## src/rtl/gpio_reg_decoder.sv

```systemverilog
// Fabric-side responder for the PS GPIO register-write bus: synchronises w_clk strobes,
// pairs MSB-first bytes into 16-bit register writes and latches read-back data.
module gpio_reg_decoder #(
    parameter logic [15:0] PAIR_ADDR_MIN = 16'h0000,
    parameter logic [15:0] PAIR_ADDR_MAX = 16'h00FF,
    parameter int unsigned TIMEOUT_CYC   = 1024
) (
    input  logic        clk,
    input  logic        rst,
    input  logic [31:0] gpio_in,
    output logic [31:0] gpio_out_bus,
    output logic        wr_valid,
    output logic [15:0] wr_addr,
    output logic [15:0] wr_data,
    output logic        wr_wide,
    input  logic [31:0] rd_data,
    output logic [7:0]  err_cnt,
    output logic        pending
);
    localparam int unsigned   TW        = (TIMEOUT_CYC > 2) ? $clog2(TIMEOUT_CYC) : 1;
    localparam logic [TW-1:0] T_LAST    = TW'(TIMEOUT_CYC - 1);
    localparam logic [15:0]   PAIR_SPAN = PAIR_ADDR_MAX - PAIR_ADDR_MIN;

    logic [24:0]   s1;
    logic [24:0]   s2;
    logic          s3_wclk;
    logic [7:0]    held_byte;
    logic [15:0]   held_addr;
    logic [TW-1:0] timer;

    logic [15:0] cap_addr;
    logic [7:0]  cap_data;
    logic [15:0] rel_addr;
    logic        strobe;
    logic        in_pair;
    logic        same_pair;
    logic        timed_out;
    logic        err_event;

    logic unused_bits;
    assign unused_bits = ^gpio_in[31:25];

    always_comb begin
        cap_addr  = s2[15:0];
        cap_data  = s2[23:16];
        strobe    = s2[24] & ~s3_wclk;
        // Modular offset check: addr in [MIN, MAX] iff (addr - MIN) mod 2^16 <= MAX - MIN.
        rel_addr  = cap_addr - PAIR_ADDR_MIN;
        in_pair   = (rel_addr <= PAIR_SPAN);
        same_pair = pending && (held_addr == cap_addr);
        timed_out = pending && (timer == T_LAST);
        err_event = strobe ? (pending && (!in_pair || !same_pair)) : timed_out;
    end

    always_ff @(posedge clk) begin
        if (!rst) begin
            s1           <= '0;
            s2           <= '0;
            s3_wclk      <= 1'b0;
            held_byte    <= '0;
            held_addr    <= '0;
            timer        <= '0;
            pending      <= 1'b0;
            err_cnt      <= '0;
            wr_valid     <= 1'b0;
            wr_addr      <= '0;
            wr_data      <= '0;
            wr_wide      <= 1'b0;
            gpio_out_bus <= '0;
        end else begin
            s1       <= gpio_in[24:0];
            s2       <= s1;
            s3_wclk  <= s2[24];
            wr_valid <= 1'b0;

            if (wr_valid) begin
                gpio_out_bus <= rd_data;
            end
            if (err_event && (err_cnt != 8'hFF)) begin
                err_cnt <= err_cnt + 8'd1;
            end

            if (strobe) begin
                if (!in_pair) begin
                    wr_valid <= 1'b1;
                    wr_addr  <= cap_addr;
                    wr_data  <= {8'h00, cap_data};
                    wr_wide  <= 1'b0;
                    pending  <= 1'b0;
                end else if (same_pair) begin
                    wr_valid <= 1'b1;
                    wr_addr  <= cap_addr;
                    wr_data  <= {held_byte, cap_data};
                    wr_wide  <= 1'b1;
                    pending  <= 1'b0;
                end else begin
                    // First byte of a pair, or a new pair address replacing an orphan.
                    held_byte <= cap_data;
                    held_addr <= cap_addr;
                    timer     <= '0;
                    pending   <= 1'b1;
                end
            end else if (pending) begin
                if (timed_out) begin
                    pending <= 1'b0;
                end else begin
                    timer <= timer + TW'(1);
                end
            end
        end
    end
endmodule

```

## config.mk

```make
export PLATFORM = sky130hd
export DESIGN_NAME = gpio_reg_decoder
export DESIGN_NICKNAME = d
export VERILOG_FILES = /design/src/rtl/gpio_reg_decoder.sv
export SDC_FILE = /design/constraint.sdc
export NUM_CORES = 1
export LEC_CHECK = 0
export CAP_MARGIN = 30
export CELL_PAD_IN_SITES_DETAIL_PLACEMENT = 1
export CELL_PAD_IN_SITES_GLOBAL_PLACEMENT = 1
export CORE_MARGIN = 2
export CORE_UTILIZATION = 33
export CTS_CLUSTER_SIZE = 40
export DETAILED_ROUTE_END_ITERATION = 10
export PLACE_DENSITY = 0.84
export SLEW_MARGIN = 25
export SYNTH_ARGS = -nofsm -noshare
export SYNTH_HDL_FRONTEND = slang
export SYNTH_SLANG_ARGS = --single-unit
export TNS_END_PERCENT = 5
```

## constraint.sdc

```tcl
create_clock -name clk -period 1.6 [get_ports clk]
set_input_delay 0.16 -clock clk [delete_from_list [all_inputs] [get_ports clk]]
set_output_delay 0.16 -clock clk [all_outputs]
set_load 0.02 [all_outputs]
```

# Yosys cells after proc, flatten, opt, wreduce, memory -nomap -nowiden
# Index checks and enable logic that the tools add are counted.
[word_totals]
regBits = 160
elab_cells = 57
input_bits = 66
output_inout_bits = 75
[op_classes]
addsub = 2
n_reduce_logical = 12
order_cmp = 1
n_bitwise = 3
muxes = 19
n_eq_ne = 7
[ops]
columns = ["op", "n"]
rows = [
  ["16-bit two-way mux", 4],
  ["10-bit two-way mux", 5],
  ["16-bit == test", 1],
  ["16-bit by 8-bit less-or-equal comparator with 1-bit output (second input constant)", 1],
  ["10-bit by 1-bit adder with 10-bit output (second input constant)", 1],
  ["10-bit == test (second input constant)", 1],
  ["1-bit two-way mux", 10],
  ["8-bit by 1-bit adder with 8-bit output (second input constant)", 1],
  ["8-bit inequality test (second input constant)", 1],
  ["1-bit logical AND", 4],
  ["2-bit by 1-bit inequality test with 1-bit output (second input constant)", 2],
  ["2-bit inequality test (second input constant)", 2],
  ["2-bit AND reduction", 2],
  ["4-bit AND reduction", 1],
  ["3-bit AND reduction", 1],
  ["1-bit zero test", 2],
  ["1-bit NOT", 2],
  ["2-bit nonzero test", 1],
  ["1-bit AND", 1],
  ["1-bit logical OR", 1],
]

# Depth between registers and ports, before layout
# Gate-level depths: netlist of run 1.
[depth]
ltp_word = 7
mapped_depth = 8

# Worst setup path after synthesis of run 1
# No wires, ideal clock.
[synth_path]
path_kind = "reg2reg"
start = "register timer[0]"
end = "register timer[9]"
path_slack_ps = -183
setup_ps = 121
stages_incl_launch_ff = 8
synth_period_minus_slack_ps = 1783
arrival_time_ps = 1662
required_ps = 1479
n_path_buf = 0
path_cell_list = "dfxtp_1 ha_1 nand3_1 o311ai_1 or2_1 nor3_1 xnor2_1 nor2_1"
[synth_between]
elab_chain_len = 4
[synth_rtl]
columns = ["element", "line", "text"]
rows = [
  ["start, declared", "29", "logic [TW-1:0] timer;"],
  ["start signal, assigned", "107", "timer <= timer + TW'(1);"],
  ["10-bit by 1-bit adder with 10-bit output / 10-bit == test (equally long branches)", "107, 51", ""],
  ["10-bit two-way mux / 1-bit logical AND (equally long branches)", "104, 51", ""],
  ["10-bit two-way mux / 2-bit inequality test (equally long branches)", "-", ""],
  ["10-bit two-way mux / 4-bit AND reduction (equally long branches)", "-", ""],
]
# Parallel ways exist; a longest one is shown, timed or not. The select of a mux whose other input is x is not followed.
# A chain may end at the register's enable or synchronous reset.

# Worst setup path after layout of run 1
[layout_path]
start = "register s2[10]"
end = "register wr_addr[7]"
[layout_between]
elab_chain_len = 4
[layout_rtl]
columns = ["element", "line", "text"]
rows = [
  ["start, declared", "25", "logic [24:0] s2;"],
  ["start signal, assigned", "58", "s2 <= '0;"],
  ["start signal, assigned", "72", "s2 <= s1;"],
  ["parallel branches: the longest is 4 deep, another holds 16-bit by 8-bit less-or-equal comparator with 1-bit output", "-", ""],
  ["end signal, assigned", "86", "wr_addr <= cap_addr;"],
  ["end signal, assigned", "92", "wr_addr <= cap_addr;"],
  ["end, declared", "13", "output logic [15:0] wr_addr,"],
]
# Parallel ways; which one is timed is not known.

==> impl_metrics.yaml, run 1 <==
worst_setup_path:
  crit_path_start_kind: "flop"
  endpoint_kind: "flop"
  crit_arrival_ns: 2.34
  r2r_start: "s2[10]"
  cp_max_fo: 8
  required_ns: 1.94
  critPathKind: "reg -> reg"
  critPathLaunch: "s2[10]"
layout:
  multi_input_area_um2: 2540
  final_util_pct: 51.62
  fin_area_um2: 8561
  nNetsFinal: 829
  syn2layout_area_growth_pct: 52.62
  fin_cells: 994
  regArea_um2: 3221
  fillers: 1833
  antennaDiodeCount: 0
  layout-drive-gt1-share_pct: 22.35
floorplanning:
  die-area_um2: 18060
  core_um2: 16580
  io_pins: 141
  die_h_um: 134.4
  initial_core_util_pct: 33.82
  die_w_um: 134.4
  fp-row-count: 47
sta:
  fmax_ghz: 0.5017
  worst_pin_slew_ns: 0.4409
  hold_viol: 0
  skew_ns: 0.01100
  final.setup.tns_ns: -20.32
  max-slew-margin-rel_pct: 70.61
  setup_viol: 78
  fin_ws_ns: -0.3934
  rsz0062_at_grt: "true"
  fin_crit_ns: 1.993
  maxSlewViolCount: 0
  fin_crit_sh_pct: 124.6
synth:
  synthTopCellsByArea: "dfxtp_1 57%, mux2i_1 5.7%, and2_1 5.7%, nand3_1 4.4%, o21ai_0 4.2%"
  syn_inst: 584
  ys_seq_area_share_pct: 57.10
  yosysTopAreaCell: "dfxtp_1"
  synth-main-ff-cell: "dfxtp_1"
  ys_seq_elements: 160
  yosysWarnings: 0
  syn_area_um2: 5609
  synth_cell_type_count: 39
  synthTopCellsByCount: "160 x dfxtp_1, 51 x and2_1, 49 x nand3_1, 49 x nor2_1, 47 x o21ai_0"
  yosysMostFrequentCell: "dfxtp_1"
  post_synth.cell_area_avg_um2: 9.605
  syn-num-nets: 652
  synth_edf_count: 0
  async_flop_share_pct: 0
  synth_top_cell_area_share_pct: 57.10
outcome:
  status: "finished with violations"
  violations: "setup timing"
power_and_ir_drop:
  pwr-share-clk_pct: 46.6
  seqPwrFrac_pct: 45.6
  internal-power_w: 0.006966
  powerDensity_nw_per_um2: 1055
  sw_frac_of_total_pct: 22.90
  ir_drop_mv: 0.8102
  comb_power_share_pct: 7.8
  p_switching_w: 0.002069
  p_leak_nw: 3.468
cts:
  insertion_delay_ns: 0.42
  clockRootBuffer: "clkbuf_16"
  cts_tree: "done"
  cts_buffers: 17
  htree_levels: 4
  path_clk_slew_ns: 0.07
  cts_buffer_depth: 2
  cts.sinks: 160
min_path:
  hold_start: "rst"
  hp-class: "in -> reg"
placed_design:
  placed_area_um2: 7506
  port-buffer-count: 133
  gp_congestion: 0.8020
  dp_cells: 953
  place_hpwl_um: 11480
flow_run:
  maxCapViolations: 0
global_route:
  grt_pass1_wl_um: 28370
  track_usage_pct: 19.99
  antenna_found_initial: 0
  first_global_vias: 5421
  grt_overflow_total: 0
  grt_max_degree: 57
routing:
  drt-pass1-iter-count: 4
  wl_um: 18890
  drc: 0
  wl_per_cell_um: 19.00
  drtAntennaViolNets: 0
  drt_iter0_drc: 261
  vias_per_cell: 4.982
  vias: 4952
## final cells by class
| class | instances | share of cell area [%] |
|---|---|---|
| Clock buffer | 21 | 5.379 |
| Clock inverter | 11 | 1.783 |
| Inverter | 4 | 0.1754 |
| Multi-Input combinational cell | 383 | 29.67 |
| Sequential cell | 160 | 37.62 |
| Tap cell | 220 | 3.215 |
| Timing Repair Buffer | 195 | 22.16 |
## power by group through the flow
| stage | registers (W) | clock network [W] | logic (W) |
|---|---|---|---|
| after detailed placement | 0.00420 | 0 | 0.000588 |
| final | 0.00412 | 0.00421 | 0.000701 |
| after CTS | 0.00411 | 0.00427 | 0.000637 |
| after floorplan | 0.00422 | 0 | 0.000237 |
| after global placement | 0.00419 | 0 | 0.000564 |
| after global routing | 0.00413 | 0.00446 | 0.000747 |
## logic make-up after synthesis
| kind of cell | Yosys count | share of synthesized area, % |
|---|---|---|
| compound gates | 95 | 8.945 |
| xor+xnor | 25 | 3.904 |
| fa+ha+maj | 2 | 0.4461 |
| buf+inv | 42 | 3.591 |
| flops | 160 | 57.10 |
| mux | 32 | 5.711 |
| simple gates | 228 | 20.30 |
## per-layer routing
layer / vias up / part of all wire, % / global-route usage, %
met5: - / 0 / 0
met4: 0 / 3.5 / 9.357
met3: 42 / 3.4 / 3.893
met2: 142 / 54 / 36.22
met1: 2444 / 40 / 22.52
li1: 2324 / - / -
## flip-flops by register name, indices dropped and copies added (netlist names), 8 cells and up
register and cells:
err_cnt 8, gpio_out_bus 32, held_addr 16, held_byte 8
s1 25, s2 25, timer 10, wr_addr 16
wr_data 16
## worst max-delay path: stages, from the launching register on
cell	delay (ns)
dfxtp_2	0.34
xor2_2	0.20
nor4_4	0.36
and3_4	0.33
a21o_1	0.21
buf_6	0.16
nand3_1	0.11
a21oi_1	0.19
## layout by cell type (no fill, tap or decap), types with 3 or more instances in the layout
| master | instances |
|---|---|
| dlymetal6s2s_1 | 15 |
| nor4_2 | 3 |
| inv_1 | 3 |
| dfxtp_1 | 146 |
| buf_6 | 8 |
| dfxtp_2 | 14 |
| a21oi_1 | 28 |
| mux2i_1 | 32 |
| xnor2_1 | 5 |
| or3_1 | 3 |
| buf_4 | 50 |
| xor2_1 | 14 |
| o21ai_2 | 7 |
| buf_12 | 4 |
| nand3_2 | 12 |
| o21ai_1 | 27 |
| xor2_2 | 6 |
| o21ai_0 | 13 |
| dlygate4sd2_1 | 10 |
| nand4_1 | 3 |
| and2_1 | 51 |
| and3_4 | 4 |
| clkinvlp_4 | 3 |
| nand2_1 | 41 |
| nor3_2 | 3 |
| nand3_1 | 37 |
| clkdlybuf4s50_1 | 107 |
| and3_1 | 8 |
| clkbuf_16 | 17 |
| nor2_1 | 48 |
| a21oi_2 | 12 |
| bufinv_16 | 3 |
## stage by stage
| step | setup WS, ns | hold slack [ns] | total power [W] |
|---|---|---|---|
| floorplan | -0.09784 | 0.2873 | 0.004455 |
| global placement | -0.3575 | 0.4184 | 0.004759 |
| detailed placement | -0.4224 | 0.4198 | 0.004788 |
| CTS | -0.2953 | 0.1776 | 0.009022 |
| global route | -0.4641 | 0.2110 | 0.009338 |
| finish | -0.3934 | 0.2039 | 0.009034 |
## path summary, 6_finish.rpt
check / endpoint / cells after the start / slack [ns]
worst max register to register: wr_addr[7] / 7 / -0.39
worst min-delay path: wr_addr[5] / 3 / 0.20
worst min register to register: s2[13] / 1 / 0.43
worst max-delay path: wr_addr[7] / 7 / -0.39
## repair_timing
item | CTS | global route
pin swaps | 21 | 15
gates resized for setup | 60 | 81
endpoints found under the setup margin | 87 | 91
hold buffers | 0 | 0
buffers inserted | 3 | 5
endpoints found under the hold margin | 0 | 0
cloned | 1 | 1
Power figures use the tool's default switching activity.
==> run 2: changes to the inputs <==
--- a/config.mk
+++ b/config.mk
@@ -10,8 +10,11 @@
 export CELL_PAD_IN_SITES_GLOBAL_PLACEMENT = 1
 export CORE_MARGIN = 2
 export CORE_UTILIZATION = 33
+export CTS_BUF_LIST = sky130_fd_sc_hd__clkbuf_16
 export CTS_CLUSTER_SIZE = 40
 export DETAILED_ROUTE_END_ITERATION = 10
+export GPL_ROUTABILITY_DRIVEN = 0
+export HOLD_SLACK_MARGIN = 0.15
 export PLACE_DENSITY = 0.84
 export SLEW_MARGIN = 25
 export SYNTH_ARGS = -nofsm -noshare
==> run 2 against run 1 <==
The flow still finishes with violations (setup timing). Fmax hardly changed. Setup slack improved by 0.0018 ns. First-iteration DRC count decreased by 5.0%. Largest cell class unchanged.
==> impl_metrics.yaml, run 2 (same netlist as run 1, synthesis figures left out) <==
floorplanning:
  core_um2: 16580
  die_h_um: 134.4
  initial_core_util_pct: 33.82
  die-area_um2: 18060
  fp-row-count: 47
  die_w_um: 134.4
  io_pins: 141
flow_run:
  maxCapViolations: 0
sta:
  worst_pin_slew_ns: 0.4391
  whs_ns: 0.1956
  skew_ns: 0.01352
  rsz0062_at_grt: "true"
  fin_crit_ns: 1.992
  hold_viol: 0
  maxSlewViolCount: 0
  fin_ws_ns: -0.3916
  setup_viol: 78
  fin_crit_sh_pct: 124.5
  fmax_ghz: 0.5021
  max-slew-margin-rel_pct: 70.72
min_path:
  hp-class: "in -> reg"
  hold_start: "rst"
  min_to: "wr_addr[3]"
  hold_path_depth: 3
layout:
  largest_reg_flops: 32
  final_common_cell: "dfxtp_1"
  fillers: 1835
  layout-drive-gt1-share_pct: 21.96
  fin_area_um2: 8537
  multi_input_area_um2: 2536
  antennaDiodeCount: 0
  final_cell_mix: "146 x dfxtp_1, 107 x clkdlybuf4s50_1, 51 x and2_1, 50 x buf_4, 48 x nor2_1"
  reg_top3: "gpio_out_bus: 32 flops, s1: 25 flops, s2: 25 flops"
  syn2layout_area_growth_pct: 52.20
  nNetsFinal: 829
  final_util_pct: 51.48
  regArea_um2: 3221
  top_register: "gpio_out_bus"
routing:
  wl_per_cell_um: 19.05
  wl_um: 18940
  vias: 4949
  drc: 0
  drt_iter0_drc: 248
  drtAntennaViolNets: 0
  vias_per_cell: 4.979
  drt-pass1-iter-count: 4
worst_setup_path:
  cp_max_fo: 8
  crit_path_start_kind: "flop"
  endpoint_kind: "flop"
  critPathTopFamily: "simple AND/OR/NAND/NOR gates"
  slowest_stage: "dfxtp_2"
  required_ns: 1.93
  cp_num_buf_inv: 2
  critPathKind: "reg -> reg"
  max_stage_delay_ns: 0.34
  worstRegToRegCells: 8
  crit_arrival_ns: 2.32
  reg2reg_slack_ns: -0.39
  r2r_start: "s2[5]"
  cp_cell_sequence: "xor2_2, nor4_2, buf_4, and3_4, buf_4, and3_4, nand2_1, a21oi_1"
  cp.depth: 8
  r2r_end: "wr_data[10]"
cts:
  htree_levels: 4
  path_clk_slew_ns: 0.07
  cts_buffers: 17
  insertion_delay_ns: 0.42
  cts_hold_buf: 0
  cts.sinks: 160
  cts_buffer_depth: 2
  clockRootBuffer: "clkbuf_16"
  cts_tree: "done"
global_route:
  grt_pass1_wl_um: 28320
  track_usage_pct: 19.95
  grt_max_degree: 57
  grt_overflow_total: 0
  antenna_found_initial: 0
  first_global_vias: 5410
placed_design:
  placed_area_um2: 7506
  place_hpwl_um: 11480
  port-buffer-count: 133
outcome:
  violations: "setup timing"
  status: "finished with violations"
power_and_ir_drop:
  p_leak_nw: 3.465
  ir_drop_mv: 0.8131
  powerDensity_nw_per_um2: 1045
==> run 2: routing by layer <==
metal	routed length, µm	global-route usage [%]	part of all wire (%)	vias up
met4	642	9.357	3.4	0
met2	10120	36.08	53	153
met1	7409	22.52	39	2436
met5	0	0	0	-
li1	-	-	-	2319
met3	764	3.893	4.0	41
==> run 2: per-stage QoR <==
stage          cells  total power (W)  TNS (ns)  setup WS [ns]
5_1_grt          994         0.009221    -26.16        -0.4641
3_5_place_dp     953         0.004788    -21.64        -0.4224
6_report         994         0.008922    -19.60        -0.3916
4_1_cts          989         0.008907    -17.06        -0.2955
2_1_floorplan    584         0.004455    -1.830       -0.09784
3_3_place_gp     953         0.004759    -16.46        -0.3575
==> run 2: power breakdown <==
| part | switching [W] | internal, W | total [W] |
|---|---|---|---|
| Clock | 0.00166 | 0.00244 | 0.00410 |
| Combinational | 0.000356 | 0.000344 | 0.000700 |
| Sequential | 0.0000503 | 0.00407 | 0.00412 |
==> run 2: worst max-delay path by stage <==
stage / from / endpoint
after CTS: s2[12] / held_addr[14]
after detailed placement: s2[5] / wr_data[11]
after global routing: s2[10] / wr_addr[7]
after global placement: s2[5] / wr_data[9]
after floorplan: timer[1] / err_cnt[6]
final: s2[5] / wr_data[10]
==> run 2: area by class of cell <==
type                       count  share of cell area (%)
sequential                   160                   37.73
clock inverter                15                   1.964
multi-input combinational    383                   29.71
inverter                       4                  0.1759
tap                          220                   3.224
clock buffer                  17                   4.983
timing repair buffer         195                   22.22
==> run 2: worst register-to-register path, delay by kind of cell (launching register included) <==
family                    cells  cell delay, ns
DFF                           1            0.34
buffers and inverters         2            0.32
xor gates and xnor gates      1            0.18
and+or+nand+nor               4            0.87
AOI/OAI and AO/OA             1            0.19
==> run 2: timing repair <==
item,4_1_cts,5_1_grt
resized for setup,58,81
pin swaps,21,15
setup buffers,3,5
cloned,1,1
endpoints found under the setup margin,87,91
==> run 3: changes to the inputs <==
--- a/config.mk
+++ b/config.mk
@@ -16,7 +16,7 @@
 export GPL_ROUTABILITY_DRIVEN = 0
 export HOLD_SLACK_MARGIN = 0.15
 export PLACE_DENSITY = 0.84
-export SLEW_MARGIN = 25
+export SETUP_SLACK_MARGIN = 0.3
 export SYNTH_ARGS = -nofsm -noshare
 export SYNTH_HDL_FRONTEND = slang
 export SYNTH_SLANG_ARGS = --single-unit
==> run 3 against run 2 <==
The run still ends with setup timing left. First-iteration DRC count rose by 22%. Sequential cell count is the same. Count of clock-buffer cells in the layout stayed put. Cell area up 1.1%. Clock skew is essentially flat. Total power rose by 3.5%. Core utilization up 0.57 points. Die area did not move. Non-clock buffer count rose by 9. Register-to-register slack got worse by 0.06 ns.
==> impl_metrics.yaml, run 3 (same netlist as run 1, synthesis figures left out) <==
outcome:
  status: "finished with violations"
  violations: "setup timing"
floorplanning:
  die-area_um2: 18060
  die_w_um: 134.4
  fp-row-count: 47
  die_h_um: 134.4
  initial_core_util_pct: 33.82
  core_um2: 16580
  io_pins: 141
placed_design:
  place_hpwl_um: 11540
  port-buffer-count: 133
  placed_area_um2: 7536
worst_setup_path:
  critPathKind: "reg -> reg"
  worstRegToRegCells: 7
  required_ns: 1.90
  endpoint_kind: "flop"
  critPathLaunch: "s2[11]"
  crit_path_start_kind: "flop"
  r2r_end: "wr_data[7]"
  reg2reg_slack_ns: -0.45
  r2r_start: "s2[11]"
  crit_arrival_ns: 2.35
  crit_end: "wr_data[7]"
  cp_max_fo: 8
cts:
  cts_buffers: 17
  htree_levels: 4
  cts_tree: "done"
  path_clk_slew_ns: 0.07
  cts_buffer_depth: 2
  cts.sinks: 160
  cts_hold_buf: 0
  insertion_delay_ns: 0.43
  clockRootBuffer: "clkbuf_16"
layout:
  layout-drive-gt1-share_pct: 27.71
  syn2layout_area_growth_pct: 53.89
  nNetsFinal: 838
  final_common_cell: "dfxtp_1"
  reg_top3: "gpio_out_bus: 32 flops, s1: 25 flops, s2: 25 flops"
  fin_area_um2: 8632
  final_cell_mix: "143 x dfxtp_1, 57 x clkdlybuf4s50_1, 53 x buf_4, 51 x and2_1, 47 x nor2_1"
  largest_reg_flops: 32
  top_register: "gpio_out_bus"
  antennaDiodeCount: 0
sta:
  setup_viol: 77
  max-slew-margin-rel_pct: 59.73
  fmax_ghz: 0.4871
  fin_ws_ns: -0.4530
  worst_pin_slew_ns: 0.6031
  maxSlewViolCount: 0
  hold_viol: 0
  skew_ns: 0.01352
  fin_crit_sh_pct: 128.3
  fin_crit_ns: 2.053
  rsz0062_at_grt: "true"
min_path:
  hp-class: "in -> reg"
routing:
  vias_per_cell: 5.032
  vias: 5047
  drtAntennaViolNets: 0
  wl_per_cell_um: 19.26
  drt_iter0_drc: 302
  wl_um: 19320
  drc: 0
  drt-pass1-iter-count: 5
power_and_ir_drop:
  fin_total_pwr_w: 0.009235
  p_leak_nw: 3.427
  powerDensity_nw_per_um2: 1070
  ir_drop_mv: 0.8306
global_route:
  grt_max_degree: 99
  antenna_found_initial: 0
  first_global_vias: 5528
  grt_pass1_wl_um: 29750
  grt_overflow_total: 0
  track_usage_pct: 21.05
flow_run:
  maxCapViolations: 0
-- run 3: cell types whose count changed in the layout (fill, tap and decap cells not counted), moves of 7 or more --
cell,delta
o21ai_0,+11
o21ai_1,-11
clkdlybuf4s15_1,+25
clkbuf_2,+11
nand3_1,-7
dlymetal6s2s_1,-15
clkdlybuf4s50_1,-50
dlygate4sd2_1,+18
-- run 3: timing repair --
action                                  4_1_cts  5_1_grt
pin swaps                                    39       18
buffers inserted                              9        1
hold endpoints to repair                      0        0
cloned                                        4        0
endpoints found under the setup margin      152      109
gates resized for setup                     193       76
-- run 3: report_power, final --
part           internal (W)  switching, W  total [W]
clock network       0.00264       0.00177    0.00441
logic              0.000345      0.000358   0.000704
registers           0.00407     0.0000534    0.00412
-- run 3: worst max-delay path, cell delays in order (launching register included) --
cell and delay, ns:
dfxtp_4 0.37, xor2_2 0.21, nor4_4 0.34, and3_4 0.30
a21oi_2 0.11, buf_4 0.18, o21ai_0 0.31, a21oi_2 0.10
-- run 3: cell type report --
type,count,area (µm²)
flip-flops and latches,160,3229
fillers,1806,7951
inverters,4,15.01
multi-input cells,383,2571
well taps,220,275.3
clock inverters,15,206.4
clock buffers,17,425.4
repair buffers,204,1909
-- run 3: per-stage QoR --
| step | util [%] | TNS (ns) | worst slack (ns) | hold WS [ns] | cells |
|---|---|---|---|---|---|
| detailed placement | 45.44 | -21.93 | -0.4040 | 0.4208 | 957 |
| finish | 52.05 | -24.60 | -0.4530 | 0.2867 | 1003 |
| floorplan | - | -1.830 | -0.09784 | 0.2873 | 584 |
| CTS | 51.32 | -14.92 | -0.2528 | 0.2776 | 1002 |
| global route | 52.05 | -31.51 | -0.5081 | 0.3105 | 1003 |
| global placement | 45.44 | -15.77 | -0.2771 | 0.4170 | 957 |
-- run 3: layer usage --
layer | vias up | wire (µm) | track usage, %
met3 | 46 | 810 | 3.137
met5 | - | 0 | 0
met4 | 0 | 519 | 9.240
li1 | 2338 | - | -
met2 | 187 | 10280 | 38.35
met1 | 2476 | 7711 | 24.39
-- run 3: worst min path at each step --
stage / slack (ns) / endpoint / startpoint / cells after the start
after global routing: 0.31 / s1[22] / gpio_in[22] / 2
final: 0.29 / wr_wide / rst / 4
after CTS: 0.28 / wr_wide / rst / 4
after floorplan: 0.29 / s1[0] / gpio_in[0] / 1
after detailed placement: 0.42 / s2[24] / s1[24] / 1
after global placement: 0.42 / s2[9] / s1[9] / 1
